File: config.mk
export PLATFORM = sky130hd
export DESIGN_NAME = ssd1289_bus_writer
export DESIGN_NICKNAME = d
export VERILOG_FILES = /design/src/rtl/ssd1289_bus_writer.sv
export SDC_FILE = /design/constraint.sdc
export NUM_CORES = 1
export LEC_CHECK = 0
export ABC_CLOCK_PERIOD_IN_PS = 4600
export CELL_PAD_IN_SITES_DETAIL_PLACEMENT = 1
export CELL_PAD_IN_SITES_GLOBAL_PLACEMENT = 1
export CORE_AREA = 2 2 335 304
export CTS_CLUSTER_SIZE = 40
export DETAILED_ROUTE_END_ITERATION = 8
export DIE_AREA = 0 0 337 306
export PLACE_DENSITY_LB_ADDON = 0.1
export REMOVE_ABC_BUFFERS = 1
export SETUP_SLACK_MARGIN = 0.3
export SLEW_MARGIN = 5
export SYNTH_ARGS = -nofsm -noshare
export SYNTH_HDL_FRONTEND = slang
export SYNTH_SLANG_ARGS = --single-unit
File: constraint.sdc
create_clock -name sys_clk -period 4.6 [get_ports sys_clk]
set_input_delay 0.69 -clock sys_clk [delete_from_list [all_inputs] [get_ports sys_clk]]
set_output_delay 0.69 -clock sys_clk [all_outputs]
set_load 0.05 [all_outputs]
File: src/rtl/ssd1289_bus_writer.sv
// SSD1289 8080-style write-bus driver. Queues {RS, DB} words in a FIFO and
// serialises them onto RS/WR/DB with programmable setup, WR-low and WR-high
// phases. WR is idle high, and DB/RS hold the last word between transfers.
module ssd1289_bus_writer #(
  parameter int FIFO_DEPTH  = 64,
  parameter int SETUP_CYC   = 1,
  parameter int WR_LOW_CYC  = 2,
  parameter int WR_HIGH_CYC = 2
) (
  input  logic        sys_clk,
  input  logic        rst_n,
  input  logic [16:0] app_din,
  input  logic        app_din_valid,
  output logic        app_din_ready,
  output logic        bus_RS,
  output logic        bus_WR,
  output logic        bus_RD,
  output logic [15:0] bus_DB,
  output logic        busy,
  output logic        fifo_overflow
);

  localparam int AW = $clog2(FIFO_DEPTH);
  localparam int CW = 8;

  typedef enum logic [1:0] {IDLE, SETUP, WR_LOW, WR_HIGH} state_t;

  logic [16:0]   r_mem [FIFO_DEPTH];
  logic [AW-1:0] r_wp, r_rp;
  logic [AW:0]   r_cnt;
  logic          r_ovf;

  state_t        r_state;
  logic [CW-1:0] r_cyc;
  logic          r_rs, r_wr;
  logic [15:0]   r_db;

  logic          w_full, w_empty, w_push, w_pop, w_hi_last;
  logic [16:0]   w_head;

  assign w_full    = (r_cnt == (AW+1)'(FIFO_DEPTH));
  assign w_empty   = (r_cnt == '0);
  assign w_push    = app_din_valid && !w_full;
  assign w_hi_last = (r_state == WR_HIGH) && (r_cyc == CW'(WR_HIGH_CYC - 1));
  // The FSM takes the head either from IDLE or on the last WR-high clock,
  // so back-to-back words chain without an IDLE bubble.
  assign w_pop     = !w_empty && ((r_state == IDLE) || w_hi_last);
  assign w_head    = r_mem[r_rp];

  assign app_din_ready = !w_full;
  assign busy          = (r_state != IDLE) || !w_empty;
  assign fifo_overflow = r_ovf;
  assign bus_RS        = r_rs;
  assign bus_WR        = r_wr;
  assign bus_DB        = r_db;
  assign bus_RD        = 1'b1;

  // FIFO storage; contents need no reset, validity is tracked by r_cnt.
  always_ff @(posedge sys_clk) begin
    if (w_push) r_mem[r_wp] <= app_din;
  end

  // FIFO pointers, occupancy and sticky overflow flag.
  always_ff @(posedge sys_clk or negedge rst_n) begin
    if (!rst_n) begin
      r_wp  <= '0;
      r_rp  <= '0;
      r_cnt <= '0;
      r_ovf <= 1'b0;
    end else begin
      if (w_push) r_wp <= r_wp + 1'b1;
      if (w_pop)  r_rp <= r_rp + 1'b1;
      case ({w_push, w_pop})
        2'b10:   r_cnt <= r_cnt + 1'b1;
        2'b01:   r_cnt <= r_cnt - 1'b1;
        default: r_cnt <= r_cnt;
      endcase
      if (app_din_valid && w_full) r_ovf <= 1'b1;
    end
  end

  // Bus timing FSM with registered RS/WR/DB; the cycle counter restarts on every state change.
  always_ff @(posedge sys_clk or negedge rst_n) begin
    if (!rst_n) begin
      r_state <= IDLE;
      r_cyc   <= '0;
      r_rs    <= 1'b1;
      r_wr    <= 1'b1;
      r_db    <= 16'h0000;
    end else begin
      case (r_state)
        IDLE: begin
          r_wr <= 1'b1;
          if (w_pop) begin
            r_rs    <= w_head[16];
            r_db    <= w_head[15:0];
            r_state <= SETUP;
            r_cyc   <= '0;
          end
        end
        SETUP: begin
          if (r_cyc == CW'(SETUP_CYC - 1)) begin
            r_wr    <= 1'b0;
            r_state <= WR_LOW;
            r_cyc   <= '0;
          end else begin
            r_cyc <= r_cyc + 1'b1;
          end
        end
        WR_LOW: begin
          if (r_cyc == CW'(WR_LOW_CYC - 1)) begin
            r_wr    <= 1'b1;
            r_state <= WR_HIGH;
            r_cyc   <= '0;
          end else begin
            r_cyc <= r_cyc + 1'b1;
          end
        end
        WR_HIGH: begin
          if (w_hi_last) begin
            r_cyc <= '0;
            if (w_pop) begin
              r_rs    <= w_head[16];
              r_db    <= w_head[15:0];
              r_state <= SETUP;
            end else begin
              r_state <= IDLE;
            end
          end else begin
            r_cyc <= r_cyc + 1'b1;
          end
        end
        default: begin
          r_state <= IDLE;
          r_cyc   <= '0;
          r_wr    <= 1'b1;
        end
      endcase
    end
  end

endmodule
==> parameters.txt <==
Parameter                              Value

Run status
  Status    completed

Placed design
  Detailed Place HPWL    70.42 mm
  Instance count after placement with tap cells included    3638
  Gpl congestion    0.8148
  Placed inst area    0.04706 mm^2
  Port bufs    40

Clock network
  Cell at the root of the clock tree    sky130_fd_sc_hd__clkbuf_16
  Post-CTS Setup Repair Bufs    0
  Number of buffers inserted during clock tree synthesis    about 120
  Maximum level of the CTS H-tree    3
  Buffers from clock root to sink, at most    3
  Cts repair resizes    0
  CTS sink cnt    1136
  Hold-fix buffer count after cts    0
  Clock latency of the later-clocked register in the worst-skew pair    710 ps
  TritonCTS clock tree    built
  Clock-pin slew on the worst setup and hold paths    60 ps

Job
  Max Cap Violations    0

Critical path
  Register-to-register setup slack    870 ps
  End point of the critical path    busy
  Worst setup startpoint    r_cnt[1]
  Required time of the critical path    3910 ps
  Worst r2r src    r_cnt[1]
  Critical-path top delay cell    sky130_fd_sc_hd__clkdlybuf4s50_1
  Start-to-end type of the worst setup path    reg -> out
  Cells traversed along the worst timing path    or4_4, nor4_4, inv_1, clkdlybuf4s50_1
  Type of element capturing the critical path    output pin
  Worst Path Arrival    3210 ps
  Largest stage delay, worst path    760 ps
  Reg-to-reg critical path endpoint    r_cnt[4]
  Reg2reg path depth    11
  Maximum net fanout on the critical path    8
  Category of the worst setup path launch point    flop

Final layout
  Most used cells in the layout excluding fill and tap cells    sky130_fd_sc_hd__edfxtp_1, sky130_fd_sc_hd__mux4_2, sky130_fd_sc_hd__buf_4
  Filler-free cell count of the finished design    3857
  Number of diodes added for antenna fixing    0
  Number of nets in the final layout    roughly 2400
  Share of final-layout standard cells stronger than drive strength 1    26.90%
  Post-route cell area    around 0.05 mm^2
  Area Growth Syn to Fin    14.41%
  Most common cell after layout, fill and taps aside    sky130_fd_sc_hd__edfxtp_1

Synth
  Most frequently used flop master after synthesis    sky130_fd_sc_hd__edfxtp_1
  Library cells used by synthesis    64
  Post-synthesis compound-gate area fraction    3.346%
  Gate count after technology mapping    ~2200
  Portion of the post-synthesis area used by sequential elements    76.12%
  Adder and majority gate portion of the synthesized area    less than 1%
  Post-synth EDFFs    1088
  Average instance area after synthesis    19.81 um^2
  Multiplexer fraction of the synthesized cell area    14.59%
  Number of synthesized register bits    1136
  Synth Area in XOR/XNOR    less than 1%
  Post-synthesis instance area    around 0.045 mm^2
  Proportion of register bits with asynchronous set or reset after synthesis    4.225%
  Simple-Gate Fraction of Synth Area    under 10%
  Combinational family with the most area after synthesis    multiplexers
  Count of warnings emitted by yosys    0

Pwr
  Worst IR Drop VDD    ~0.35 mV
  Power, Total    31.09 mW
  Leakage power    16.50 nW
  Clock power share    30.6%
  Net Sw Frac    32.29%
  Combinational power share    29.5%
  Internal power component    21.05 mW
  Power density over the cells    610.6 mW/mm^2
  Switching power    10.04 mW
  Sequential fraction of design power    39.8%

Die
  IO Pins    42
  Die area    0.1031 mm^2
  DIE WIDTH    337 um
  Starting utilization of the core area    roughly 45%
  Site row count    between 100 and 150
  Core Area    0.09951 mm^2
  Die boundary height    306 um

Routing
  Detailed-route vias per instance    5.813
  DRC violation count after routing    0
  Detail-routed net length per standard cell    30.05 um
  Antenna viol nets, final    0
  Detailed Route Iter0 Violations    2257
  Final WL    115.9 mm
  Total iterations of the first detailed-routing run    5
  Vias after detailed routing    about 22000

Timing
  Post-route worst hold slack    137.5 ps
  Transition time at the pin with the least slew margin    1195 ps
  Relative max-transition margin    between 20% and 30%
  Final Max Slew Viols    0
  Final worst-path cycle share    84.85%
  Count of final setup violators    0
  RSZ-0062 raised after global routing    false
  Setup skew after layout    27.37 ps
  Achievable Freq    about 260 MHz
  Period minus WS final    between 3000 and 4000 ps
  Final total negative setup slack    0 ps
  Hold violation total from the final report    0

Worst hold path
  Class of the most critical hold timing path    in -> async

GRT
  Final global-route overflow total    0
  Via count of the first global-routing pass    between 20000 and 25000
  First-pass GRT wire length    169.5 mm
  Number of antenna violations at the first check in global routing    3
  GRT Util Overall    22.92%
  Maximum number of pins on one net before global-route repair    slightly below 80
==> critical path: cells and delay by family (launching register included) <==
kind,cells,cell delay (ps)
flip-flops,1,470
AND/OR/NAND/NOR,2,1030
buffers and inverters,2,1000
==> cells by family (layout without fill, tap and decap cells) <==
kind of cell,after synthesis,count (layout)
compound gates,217,217
xor+xnor,18,18
fa+ha+maj,13,13
buf+inv,141,408
flops,1136,1136
mux,382,382
other cells,1,1
simple gates,338,338
==> through the flow <==
| stage | worst slack (ps) | utilization [%] |
|---|---|---|
| after floorplan | -8650 | - |
| after global placement | 787.0 | 47.29 |
| after detailed placement | 741.3 | 47.29 |
| after CTS | 614.7 | 51.16 |
| after global routing | 529.3 | 51.16 |
| final | 696.8 | 51.16 |
==> power groups by stage <==
stage / clock network [mW] / logic, mW / registers [mW]
5_1_grt: 10.1 / 9.78 / 12.4
3_5_place_dp: 0 / 9.26 / 12.6
6_report: 9.52 / 9.18 / 12.4
3_3_place_gp: 0 / 9.16 / 12.6
4_1_cts: 9.74 / 9.29 / 12.4
2_1_floorplan: 0 / 4.67 / 13.1
==> sequential cells by signal, summed over array words and instances, names as in the netlist <==
signal / cells
bus_DB: 16
bus_RS: 1
bus_WR: 1
fifo_overflow: 1
r_cnt: 7
r_cyc: 8
r_mem: 1088
r_rp: 6
r_state: 2
r_wp: 6
==> metal layers <==
| layer | vias to the layer above | part of all wire, % | GRT usage (%) |
|---|---|---|---|
| li1 | 9557 | - | - |
| met1 | 12060 | 46 | 35.01 |
| met2 | 651 | 46 | 34.30 |
| met3 | 153 | 6.0 | 3.928 |
| met4 | 0 | 2.4 | 5.855 |
| met5 | - | 0 | 0 |
==> how the worst min path moves through the flow <==
stage / startpoint / to / slack [ps]
final: rst_n / r_cyc[7] / 140
after global routing: rst_n / r_state[1] / 150
after CTS: rst_n / r_state[1] / 130
after detailed placement: bus_WR / bus_WR / 470
after global placement: fifo_overflow / fifo_overflow / 470
after floorplan: rst_n / bus_DB[0] / 390
==> Yosys cell counts, types with 3 or more instances <==
cell type	number	area share, %
sky130_fd_sc_hd__o31ai_1	16	0.27
sky130_fd_sc_hd__and2_1	3	0.042
sky130_fd_sc_hd__nand3b_1	3	0.051
sky130_fd_sc_hd__or4_1	16	0.27
sky130_fd_sc_hd__o22ai_1	66	0.93
sky130_fd_sc_hd__xor2_1	10	0.20
sky130_fd_sc_hd__and3_1	18	0.25
sky130_fd_sc_hd__and3b_1	3	0.059
sky130_fd_sc_hd__edfxtp_1	1088	73
sky130_fd_sc_hd__nor2_1	127	1.1
sky130_fd_sc_hd__dfrtp_1	46	2.6
sky130_fd_sc_hd__a31oi_1	20	0.28
sky130_fd_sc_hd__nor2b_1	10	0.14
sky130_fd_sc_hd__a221oi_1	15	0.30
sky130_fd_sc_hd__a22oi_1	19	0.32
sky130_fd_sc_hd__buf_1	15	0.13
sky130_fd_sc_hd__buf_2	37	0.42
sky130_fd_sc_hd__a22o_1	4	0.079
sky130_fd_sc_hd__nand3_1	26	0.29
sky130_fd_sc_hd__mux2i_1	75	1.7
sky130_fd_sc_hd__nand2_1	70	0.59
sky130_fd_sc_hd__nor3b_1	18	0.30
sky130_fd_sc_hd__a21oi_1	10	0.11
sky130_fd_sc_hd__nor3_1	6	0.067
sky130_fd_sc_hd__nand2b_1	20	0.28
sky130_fd_sc_hd__clkbuf_1	59	0.50
sky130_fd_sc_hd__or2_2	6	0.084
sky130_fd_sc_hd__o21ai_0	30	0.34
sky130_fd_sc_hd__ha_1	13	0.37
sky130_fd_sc_hd__buf_4	15	0.25
sky130_fd_sc_hd__nand4_1	4	0.056
sky130_fd_sc_hd__mux2_2	104	2.6
sky130_fd_sc_hd__xnor2_1	8	0.16
sky130_fd_sc_hd__mux4_2	203	10
sky130_fd_sc_hd__inv_1	12	0.10
sky130_fd_sc_hd__a2111oi_0	15	0.30
==> area by class of cell <==
class | instances | area, um^2
timing repair buffer | 176 | 1394
tap | 1344 | 1682
fill | 8860 | 48600
sequential | 1136 | 33880
multi-input combinational | 969 | 10050
inverter | 13 | 48.80
clock inverter | 79 | 822.0
clock buffer | 140 | 3034
Power figures use the tool's default switching activity.
==> variant (same settings) <==
`CW`: 8 -> 16.
--- a/src/rtl/ssd1289_bus_writer.sv
+++ b/src/rtl/ssd1289_bus_writer.sv
@@ -21,7 +21,7 @@
 );
 
   localparam int AW = $clog2(FIFO_DEPTH);
-  localparam int CW = 8;
+  localparam int CW = 16;
 
   typedef enum logic [1:0] {IDLE, SETUP, WR_LOW, WR_HIGH} state_t;
 
Function: no difference found for any inputs over 4 cycles, from zero or initial values and one cycle with rst_n low; that may be too few to reach the edited logic, so the function may still have changed.
==> variant against the unedited design <==
Total power about the same; largest power group unchanged; final area increased by 0.47%; sequential cell count increased by 8; setup slack got worse by 0.24 ns; wire length increased by 4.9%; area after synthesis increased by 1.4%; die area unchanged.
==> variant: results (changes against the unedited design) <==
share of layout cells above drive strength 1=0.211 (-0.0582); DRT iter0 DRCs=2205 (-2.3%); routing usage on met2=0.350 (+0.00713); via count=23301 (+3.9%); Worst Clk Skew=0.0315 ns (+0.00409 ns); sequential cell area=34100 sq um (+0.61%); Clock net power=0.00892 W (-6.3%); Area contributors post-synth=edfxtp_1 (72%), mux4_2 (7.7%), mux2i_1 (5.3%); CP max FO=20 (+12); Slew HR=0.272 (+0.0684); VDD IR max=0.375 mV (+8.2%); status=finished, final reports clean; Fill cells=8950 (+1.0%); Seq pwr share=0.409 (+0.011); met1 Usage GRT=0.372 (+0.0223); pin count of the biggest net entering global routing=102 (+31%); initial antenna violation count=4 (+1); final hold slack=0.0615 ns (-0.0760 ns); Gate power share=0.304 (+0.009); crit path from=r_cnt[2]; Synth top cells by count=edfxtp_1 (1088), mux2i_1 (240), mux4_2 (155); Lkg Pwr=16.9 nW (+2.6%); Net Sw Power=0.0104 W (+3.9%); largest stage delay on the critical path=0.71 ns (-0.05 ns); Syn Inst Count=2341 (+4.2%); WL final=122 mm (+4.9%); global-route wire length before repair=176 mm (+3.8%); pre-CTS setup slack=0.620 ns (-0.121 ns); M3 GR Usage=0.0467 (+0.00740); Cell variety after synth=68 (+6.3%); register area share after synthesis=0.755 (-0.00597); r2r startpoint=r_cnt[2]; Inst Count DP=3728 (+2.5%); length of routed met2 wiring=54.0 mm (+2.3%); Critical R2R Capture=r_cnt[6]; post-DP HPWL=75.3 mm (+7.0%); GPL Wtd Cong=0.812 (-0.34%); placed instance area=47600 sq um (+1.1%)
variant: cell count changes in the layout (fill, tap and decap cells not counted), sizes merged, moves of 16 or more:
cell / unedited run / this run
a22o: 4 / 24
nand2b: 20 / 0
a211o: 2 / 28
nor2: 127 / 105
mux2: 104 / 15
a22oi: 19 / 49
nand2: 70 / 54
and2: 3 / 21
o221ai: 1 / 39
a21oi: 10 / 39
o22ai: 66 / 16
mux2i: 75 / 240
mux4: 203 / 155
variant: layout make-up:
class                   count  area share
flip-flops and latches   1144       0.666
diodes                      1   0.0000489
clock inverters            84      0.0116
repair buffers            189      0.0296
clock buffers             132      0.0581
well taps                1344      0.0329
inverters                  22     0.00161
multi-input cells        1029       0.200
variant: cell families after synthesis:
family | share of synthesized area
other | 0.0000831
muxes | 0.134
AOI/OAI and AO/OA | 0.0553
buffers and inverters | 0.0202
and+or+nand+nor | 0.0274
DFF | 0.755
adders and majority gates | 0.00333
xor gates and xnor gates | 0.00408
